<file path="src/rtl/regfile_scoreboard_if.sv">
// ----------------------------------------------------------------------------
// regfile_scoreboard_if
//
// Bundles every non-clock/reset signal of the register file + scoreboard
// into one interface.
//
//   Writeback : reg_write, write_register, write_data        (master -> slave)
//   Read ports: read_register1/2 (master -> slave),
//               read_data1/2 (slave -> master, combinational)
//   Issue     : issue_valid, issue_writes, issue_dest,
//               issue_src1, issue_src2                       (master -> slave)
//   Hazard    : stall (combinational), busy_mask, pending_count
//               (registered)                                 (slave -> master)
//
// The slave modport is used by the register file. The master modport is
// used by whatever drives writeback and issue.
// ----------------------------------------------------------------------------
interface regfile_scoreboard_if #(
  parameter int WIDTH  = 32,
  parameter int NREGS  = 32,
  parameter int ADDR_W = 5
);

  logic              reg_write;
  logic [ADDR_W-1:0] write_register;
  logic [WIDTH-1:0]  write_data;

  logic [ADDR_W-1:0] read_register1;
  logic [ADDR_W-1:0] read_register2;
  logic [WIDTH-1:0]  read_data1;
  logic [WIDTH-1:0]  read_data2;

  logic              issue_valid;
  logic              issue_writes;
  logic [ADDR_W-1:0] issue_dest;
  logic [ADDR_W-1:0] issue_src1;
  logic [ADDR_W-1:0] issue_src2;

  logic              stall;
  logic [NREGS-1:0]  busy_mask;
  logic [ADDR_W:0]   pending_count;

  modport master (
    output reg_write, write_register, write_data,
    output read_register1, read_register2,
    output issue_valid, issue_writes, issue_dest, issue_src1, issue_src2,
    input  read_data1, read_data2,
    input  stall, busy_mask, pending_count
  );

  modport slave (
    input  reg_write, write_register, write_data,
    input  read_register1, read_register2,
    input  issue_valid, issue_writes, issue_dest, issue_src1, issue_src2,
    output read_data1, read_data2,
    output stall, busy_mask, pending_count
  );

endinterface

</file>
<file path="src/rtl/regfile_scoreboard.sv">
// ----------------------------------------------------------------------------
// regfile_scoreboard
//
// This is a 32x32 integer register file with a per-register busy
// scoreboard. Register 0 always reads as zero.
//
// Ports:
//   clk  - rising-edge clock for all state
//   rst  - synchronous active-high reset. It clears the registers, the busy
//          bits and the pending count, and it takes priority over any
//          writeback or issue in the same cycle.
//   bus  - regfile_scoreboard_if.slave. It carries writeback, two
//          combinational read ports with same-cycle write bypass, the issue
//          request, the combinational stall, and the registered busy_mask
//          and pending_count.
//
// Scoreboard behaviour:
//   - A busy bit is set when a register-writing instruction is accepted at
//     issue. It is cleared when that register is written back.
//   - A writeback in the current cycle already hides the busy bit from the
//     hazard check. This lets a consumer issue in the same cycle as its
//     producer's writeback.
//   - If a register is set and cleared in the same cycle, the set wins.
//     The newly issued producer now owns the register.
// ----------------------------------------------------------------------------
module regfile_scoreboard #(
  parameter int WIDTH  = 32,
  parameter int NREGS  = 32,
  parameter int ADDR_W = 5
) (
  input  logic                  clk,
  input  logic                  rst,
  regfile_scoreboard_if.slave   bus
);

  localparam int CNT_W = ADDR_W + 1;

  logic [WIDTH-1:0] regs [NREGS];
  logic [NREGS-1:0] busy_q;
  logic [CNT_W-1:0] count_q;

  logic             wb_fire;
  logic [NREGS-1:0] clear_vec;
  logic [NREGS-1:0] set_vec;
  logic [NREGS-1:0] eff_busy;
  logic [NREGS-1:0] busy_next;
  logic             stall_int;
  logic             set_fire;
  logic             cnt_inc;
  logic             cnt_dec;

  // A writeback to r0 is discarded. It writes no data, clears no busy bit
  // and is never bypassed.
  assign wb_fire = bus.reg_write && (bus.write_register != '0);

  // Architectural storage. Register 0 is kept at zero because no write to
  // it is ever performed.
  always_ff @(posedge clk) begin
    if (rst) begin
      for (int i = 0; i < NREGS; i++) begin
        regs[i] <= '0;
      end
    end else if (wb_fire) begin
      regs[bus.write_register] <= bus.write_data;
    end
  end

  // Read ports. r0 reads as zero first. Next, a same-cycle writeback to the
  // addressed register is forwarded. Otherwise the stored value is returned.
  always_comb begin
    bus.read_data1 = regs[bus.read_register1];
    if (bus.read_register1 == '0) begin
      bus.read_data1 = '0;
    end else if (wb_fire && (bus.write_register == bus.read_register1)) begin
      bus.read_data1 = bus.write_data;
    end
  end

  always_comb begin
    bus.read_data2 = regs[bus.read_register2];
    if (bus.read_register2 == '0) begin
      bus.read_data2 = '0;
    end else if (wb_fire && (bus.write_register == bus.read_register2)) begin
      bus.read_data2 = bus.write_data;
    end
  end

  // One-hot clear vector from the writeback. The effective busy view hides
  // a register that is being written back this cycle. This removes a
  // one-cycle bubble between producer and consumer.
  always_comb begin
    clear_vec = '0;
    if (wb_fire) begin
      clear_vec[bus.write_register] = 1'b1;
    end
    eff_busy = busy_q & ~clear_vec;
  end

  // Hazard detection. The sources check RAW hazards. The destination checks
  // WAW hazards, and only when the instruction actually writes a register.
  always_comb begin
    stall_int = 1'b0;
    if (bus.issue_valid) begin
      stall_int = eff_busy[bus.issue_src1] | eff_busy[bus.issue_src2] |
                  (bus.issue_writes & eff_busy[bus.issue_dest]);
    end
  end

  assign bus.stall = stall_int;

  // An accepted, register-writing issue claims its destination. The set is
  // OR'ed in after the clear, so the set wins on a same-register collision.
  always_comb begin
    set_fire = bus.issue_valid && !stall_int && bus.issue_writes &&
               (bus.issue_dest != '0);
    set_vec  = '0;
    if (set_fire) begin
      set_vec[bus.issue_dest] = 1'b1;
    end
    busy_next = (busy_q & ~clear_vec) | set_vec;
  end

  // The pending count tracks the popcount of busy_mask incrementally.
  // - A set adds one only when the bit was previously clear.
  // - A clear removes one only when the bit was set and is not re-claimed
  //   in the same cycle.
  always_comb begin
    cnt_inc = set_fire && !busy_q[bus.issue_dest];
    cnt_dec = wb_fire && busy_q[bus.write_register] &&
              !(set_fire && (bus.issue_dest == bus.write_register));
  end

  // Scoreboard state register. Reset takes priority over any concurrent
  // set or clear.
  always_ff @(posedge clk) begin
    if (rst) begin
      busy_q  <= '0;
      count_q <= '0;
    end else begin
      busy_q <= busy_next;
      case ({cnt_inc, cnt_dec})
        2'b10:   count_q <= count_q + CNT_W'(1);
        2'b01:   count_q <= count_q - CNT_W'(1);
        default: count_q <= count_q;
      endcase
    end
  end

  assign bus.busy_mask     = busy_q;
  assign bus.pending_count = count_q;

endmodule

</file>
<file path="src/flat_wrapper.sv">
// flat-port wrapper written by rule: the top's interface ports become plain ports
module regfile_scoreboard_flat 
#(
  parameter int WIDTH  = 32,
  parameter int NREGS  = 32,
  parameter int ADDR_W = 5
)
  (clk, rst, bus_reg_write, bus_write_register, bus_write_data, bus_read_register1, bus_read_register2, bus_issue_valid, bus_issue_writes, bus_issue_dest, bus_issue_src1, bus_issue_src2, bus_read_data1, bus_read_data2, bus_stall, bus_busy_mask, bus_pending_count);
  regfile_scoreboard_if #(.WIDTH(WIDTH), .NREGS(NREGS), .ADDR_W(ADDR_W)) bus_i ();
  input  logic clk;
  input  logic rst;
  input wire logic [$bits(bus_i.reg_write)-1:0] bus_reg_write;
  input wire logic [$bits(bus_i.write_register)-1:0] bus_write_register;
  input wire logic [$bits(bus_i.write_data)-1:0] bus_write_data;
  input wire logic [$bits(bus_i.read_register1)-1:0] bus_read_register1;
  input wire logic [$bits(bus_i.read_register2)-1:0] bus_read_register2;
  input wire logic [$bits(bus_i.issue_valid)-1:0] bus_issue_valid;
  input wire logic [$bits(bus_i.issue_writes)-1:0] bus_issue_writes;
  input wire logic [$bits(bus_i.issue_dest)-1:0] bus_issue_dest;
  input wire logic [$bits(bus_i.issue_src1)-1:0] bus_issue_src1;
  input wire logic [$bits(bus_i.issue_src2)-1:0] bus_issue_src2;
  output wire logic [$bits(bus_i.read_data1)-1:0] bus_read_data1;
  output wire logic [$bits(bus_i.read_data2)-1:0] bus_read_data2;
  output wire logic [$bits(bus_i.stall)-1:0] bus_stall;
  output wire logic [$bits(bus_i.busy_mask)-1:0] bus_busy_mask;
  output wire logic [$bits(bus_i.pending_count)-1:0] bus_pending_count;
  assign bus_i.reg_write = bus_reg_write;
  assign bus_i.write_register = bus_write_register;
  assign bus_i.write_data = bus_write_data;
  assign bus_i.read_register1 = bus_read_register1;
  assign bus_i.read_register2 = bus_read_register2;
  assign bus_i.issue_valid = bus_issue_valid;
  assign bus_i.issue_writes = bus_issue_writes;
  assign bus_i.issue_dest = bus_issue_dest;
  assign bus_i.issue_src1 = bus_issue_src1;
  assign bus_i.issue_src2 = bus_issue_src2;
  assign bus_read_data1 = bus_i.read_data1;
  assign bus_read_data2 = bus_i.read_data2;
  assign bus_stall = bus_i.stall;
  assign bus_busy_mask = bus_i.busy_mask;
  assign bus_pending_count = bus_i.pending_count;
  regfile_scoreboard #(.WIDTH(WIDTH), .NREGS(NREGS), .ADDR_W(ADDR_W)) u_core (.clk(clk), .rst(rst), .bus(bus_i));
endmodule
</file>
<file path="config.mk">
export PLATFORM = sky130hd
export DESIGN_NAME = regfile_scoreboard_flat
export DESIGN_NICKNAME = d
export VERILOG_FILES = /design/src/rtl/regfile_scoreboard_if.sv /design/src/rtl/regfile_scoreboard.sv /design/src/flat_wrapper.sv
export SDC_FILE = /design/constraint.sdc
export NUM_CORES = 2
export LEC_CHECK = 0
export ABC_AREA = 0
export CAP_MARGIN = 0
export CORE_ASPECT_RATIO = 0.75
export CORE_MARGIN = 3
export CORE_UTILIZATION = 57
export DETAILED_ROUTE_END_ITERATION = 8
export GPL_ROUTABILITY_DRIVEN = 0
export PLACE_DENSITY = 0.78
export SYNTH_ARGS = -nofsm -noshare
export SYNTH_HDL_FRONTEND = slang
export SYNTH_SLANG_ARGS = --single-unit
</file>
<file path="constraint.sdc">
create_clock -name clk -period 3.72 [get_ports clk]
set_input_delay 0.372 -clock clk [delete_from_list [all_inputs] [get_ports clk]]
set_output_delay 0.372 -clock clk [all_outputs]
set_load 0.05 [all_outputs]
</file>
==> qor.yml <==
grt:
  grt_max_degree: 57
  gr-usage-met2: 0.527
  antenna_found_initial: 19
  overflow: 0
  grt_pass1_wl_um: 280000
  grt_pass1_vias: 40500
  busiest_layer: "met2"
  grt_use_met1: 0.505
  grt.total_usage: 0.366
  gr-usage-met3: 0.132
critical_path:
  arrival_ps: 4290
  cp-startpoint: "bus_write_register[4]"
  r2r-start: "u_core.bus.busy_mask[1]$_SDFF_PP0_"
  worstPathRequired_ps: 4350
  startpoint_type: "input port"
  cp_max_fo: 6
  rr_endpoint: "u_core.bus.pending_count[5]$_SDFFE_PP0P_"
  cp-end-kind: "flop"
  r2r_cells: 17
  crit_type: "input port to flop"
  cp-endpoint: "u_core.bus.pending_count[5]$_SDFFE_PP0P_"
  r2r_slack_ps: 70
yosys:
  yosysMostFrequentCell: "edfxtp_1"
  synth_ff_type: "edfxtp_1"
  synth_commonest_cells: "1024 x edfxtp_1, 995 x and2_1, 618 x mux4_2, 338 x clkbuf_1, 131 x nor2_1"
  synth-seq-area-share: 0.537
  netlist_area_sq_um: 58700
  synthCells: 3889
  synth_top_cell_area_share: 0.524
  synth-async-reset-ratio: 0
  yosysWarnings: 0
  synth_top_cell_by_area: "edfxtp_1"
  synth_edf_count: 1024
  syn_area_per_cell_sq_um: 15.1
  ys_ff_latch: 1062
  ys_top_cells_by_area: "edfxtp_1 52%, mux4_2 24%, and2_1 11%, clkbuf_1 2.2%, mux2i_1 1.9%"
  synth.distinct_cells: 73
cts:
  cts_tree: "done"
  htreeDepth: 3
  cts.sinks: 1062
  clk_path_buf_depth: 3
  cts.clk_slew.worst_paths_ps: 70
  cts_root_buf: "clkbuf_16"
  clkLatencyLatePin_ps: 700
  cts_made_buffers: 101
layout:
  multiInputGateArea_sq_um: 26400
  fill_cells: 6505
  syn2layout_area_growth_pct: 18.5
  fin_nets: 4302
  drive_above_1_share: 0.344
  stdcell_count: 5650
  fin_area_sq_um: 69600
  regArea_sq_um: 31500
floorplan:
  dieArea_sq_um: 107000
  initial_core_util: 0.577
  core_area_sq_um: 102000
  io_pins: 170
  die_height_um: 284
  die_x_um: 377
  num_rows: 101
job:
  drv_cap: 0
timing:
  hold_viol: 0
  slew_viol_final: 0
  maxClockFrequency_mhz: 273
  fin_ws_ps: 57.3
  setup_violations: 0
  max-slew-margin-rel: 0.162
  finalSetupTns_ps: 0
  post-route-period-util: 0.985
  tightest_slew_ps: 1250
  final.min_clock_period_ps: 3660
  fin_worst_skew_ps: 25.6
power_and_ir_drop:
  p_sw_mw: 7.78
  fin_total_pwr_mw: 29.5
  power.share.clock: 0.344
  p_leak_nw: 24.3
  p_seq_frac: 0.478
  powerDensity_nw_per_um2: 424
  power_frac_comb: 0.178
  p_int_mw: 21.7
  peakVddDrop_mv: 0.360
  p_sw_frac: 0.264
drt:
  drc: 32
  ant_nets: 0
  drt_pass1_iterations: 9
  viasPerCell: 7.24
  vias: 40900
  first_iter_violations: 7890
  post_drt_wl_per_cell_um: 34.7
  wl_um: 196000
run_status:
  status: "finished with violations"
  violations: "design-rule violations"
placement:
  hpwl_um: 121000
  place_area_sq_um: 66100
  dp_slack_ps: -1190
  dp_cells: 5453
  numPortBuffers: 169
worst_hold_path:
  hold_class: "input port to flop"
## layer usage
| layer | up-vias | part of all wire | wire length [um] |
|---|---|---|---|
| met5 | - | 0.00059 | 116 |
| met4 | 16 | 0.056 | 10900 |
| met3 | 722 | 0.17 | 33900 |
| met2 | 3956 | 0.43 | 85100 |
| met1 | 20400 | 0.34 | 66200 |
| li1 | 15800 | - | - |
## per-stage QoR
stage | utilization | hold slack [ps]
floorplan | - | 570
global placement | 0.650 | 496
detailed placement | 0.650 | 499
CTS | 0.681 | 187
global route | 0.684 | 224
finish | 0.684 | 258
## layout by cell type, fill, tap and decap left out, types with 7 or more instances in the layout
cell and n:
edfxtp_1 1024, inv_1 13, o21ai_0 12, clkbuf_1 25
nand2_1 28, clkinv_2 13, o21ai_2 9, nor2_4 33
dfxtp_1 21, conb_1 32, or2_2 14, o21bai_4 8
nor2_1 97, nand3b_1 9, mux2i_1 112, a21oi_1 44
nor2b_1 42, o2111ai_1 19, buf_12 137, o32ai_1 15
o22ai_1 7, dfxtp_2 17, xnor2_1 7, clkbuf_16 104
and2_1 995, or4_1 7, buf_4 392, a211oi_2 38
clkinv_1 18, clkdlybuf4s50_1 83, o211ai_1 27, xor2_1 12
o21ai_1 9, a211oi_1 79, buf_6 8, mux4_2 618
nand2b_1 10
## kinds of logic (layout without fill, tap and decap cells)
| kind of cell | count (synthesis) | after routing | share of synthesized area |
|---|---|---|---|
| muxes | 732 | 732 | 0.256 |
| AOI/OAI and AO/OA | 313 | 313 | 0.0388 |
| xor gates and xnor gates | 20 | 20 | 0.00298 |
| and+or+nand+nor | 1310 | 1311 | 0.134 |
| adders and majority gates | 6 | 6 | 0.00141 |
| other | 1 | 37 | 0.0000639 |
| buffers and inverters | 445 | 830 | 0.0295 |
| DFF | 1062 | 1062 | 0.537 |
## power groups by stage
stage | registers, mW | logic (mW) | clock network (mW)
after global routing | 14.2 | 5.38 | 10.6
final | 14.1 | 5.26 | 10.1
after CTS | 14.1 | 5.13 | 10.1
after detailed placement | 14.3 | 5.09 | 0
after global placement | 14.3 | 5.04 | 0
after floorplan | 14.2 | 2.87 | 0
## registers in the layout, indices dropped and copies added (netlist names)
register	count
u_core.bus.busy_mask	32
u_core.regs	1024
u_core.bus.pending_count	6
## final cells by class
class	count	area share
Tap cell	1339	0.0241
Clock buffer	129	0.0387
Antenna cell	5	0.000180
Clock inverter	51	0.00626
Multi-Input combinational cell	2414	0.380
Timing Repair Buffer	637	0.0973
Sequential cell	1062	0.453
Inverter	13	0.000701
## worst max-delay path, cell delays in order
cell and delay (ps):
clkbuf_2 160, buf_4 180, and4bb_2 340, buf_4 130, buf_4 100, a211o_1 140, o2111ai_1 150, a32oi_2 260
nand3_2 150, or3_4 380, nor2_4 130, buf_4 120, a31oi_1 80, ha_2 200, ha_1 280, a21o_1 190
a21oi_2 150, o21bai_1 100, a21oi_2 130, xor2_1 80, or3_1 330, a21oi_2 130
## worst min-delay path by stage
stage / startpoint / to / slack, ps / cells past startpoint
after floorplan: bus_write_data[31] / u_core.regs[1][31]$_SDFFCE_PN0P_ / 570 / 1
after global placement: u_core.bus.busy_mask[23]$_SDFF_PP0_ / u_core.bus.busy_mask[23]$_SDFF_PP0_ / 500 / 2
after detailed placement: u_core.bus.busy_mask[23]$_SDFF_PP0_ / u_core.bus.busy_mask[23]$_SDFF_PP0_ / 500 / 2
after CTS: rst / u_core.regs[0][8]$_SDFFCE_PN0P_ / 190 / 1
after global routing: rst / u_core.regs[0][8]$_SDFFCE_PN0P_ / 220 / 1
final: rst / u_core.regs[0][8]$_SDFFCE_PN0P_ / 260 / 1
## repair_timing
item	in CTS	in global routing
pin swaps	3	17
buffers inserted	5	6
hold buffers	0	0
resized for setup	27	77
cloned	0	1
endpoints found under the setup margin	69	4
Note: power is estimated with default switching activity, not from simulation.
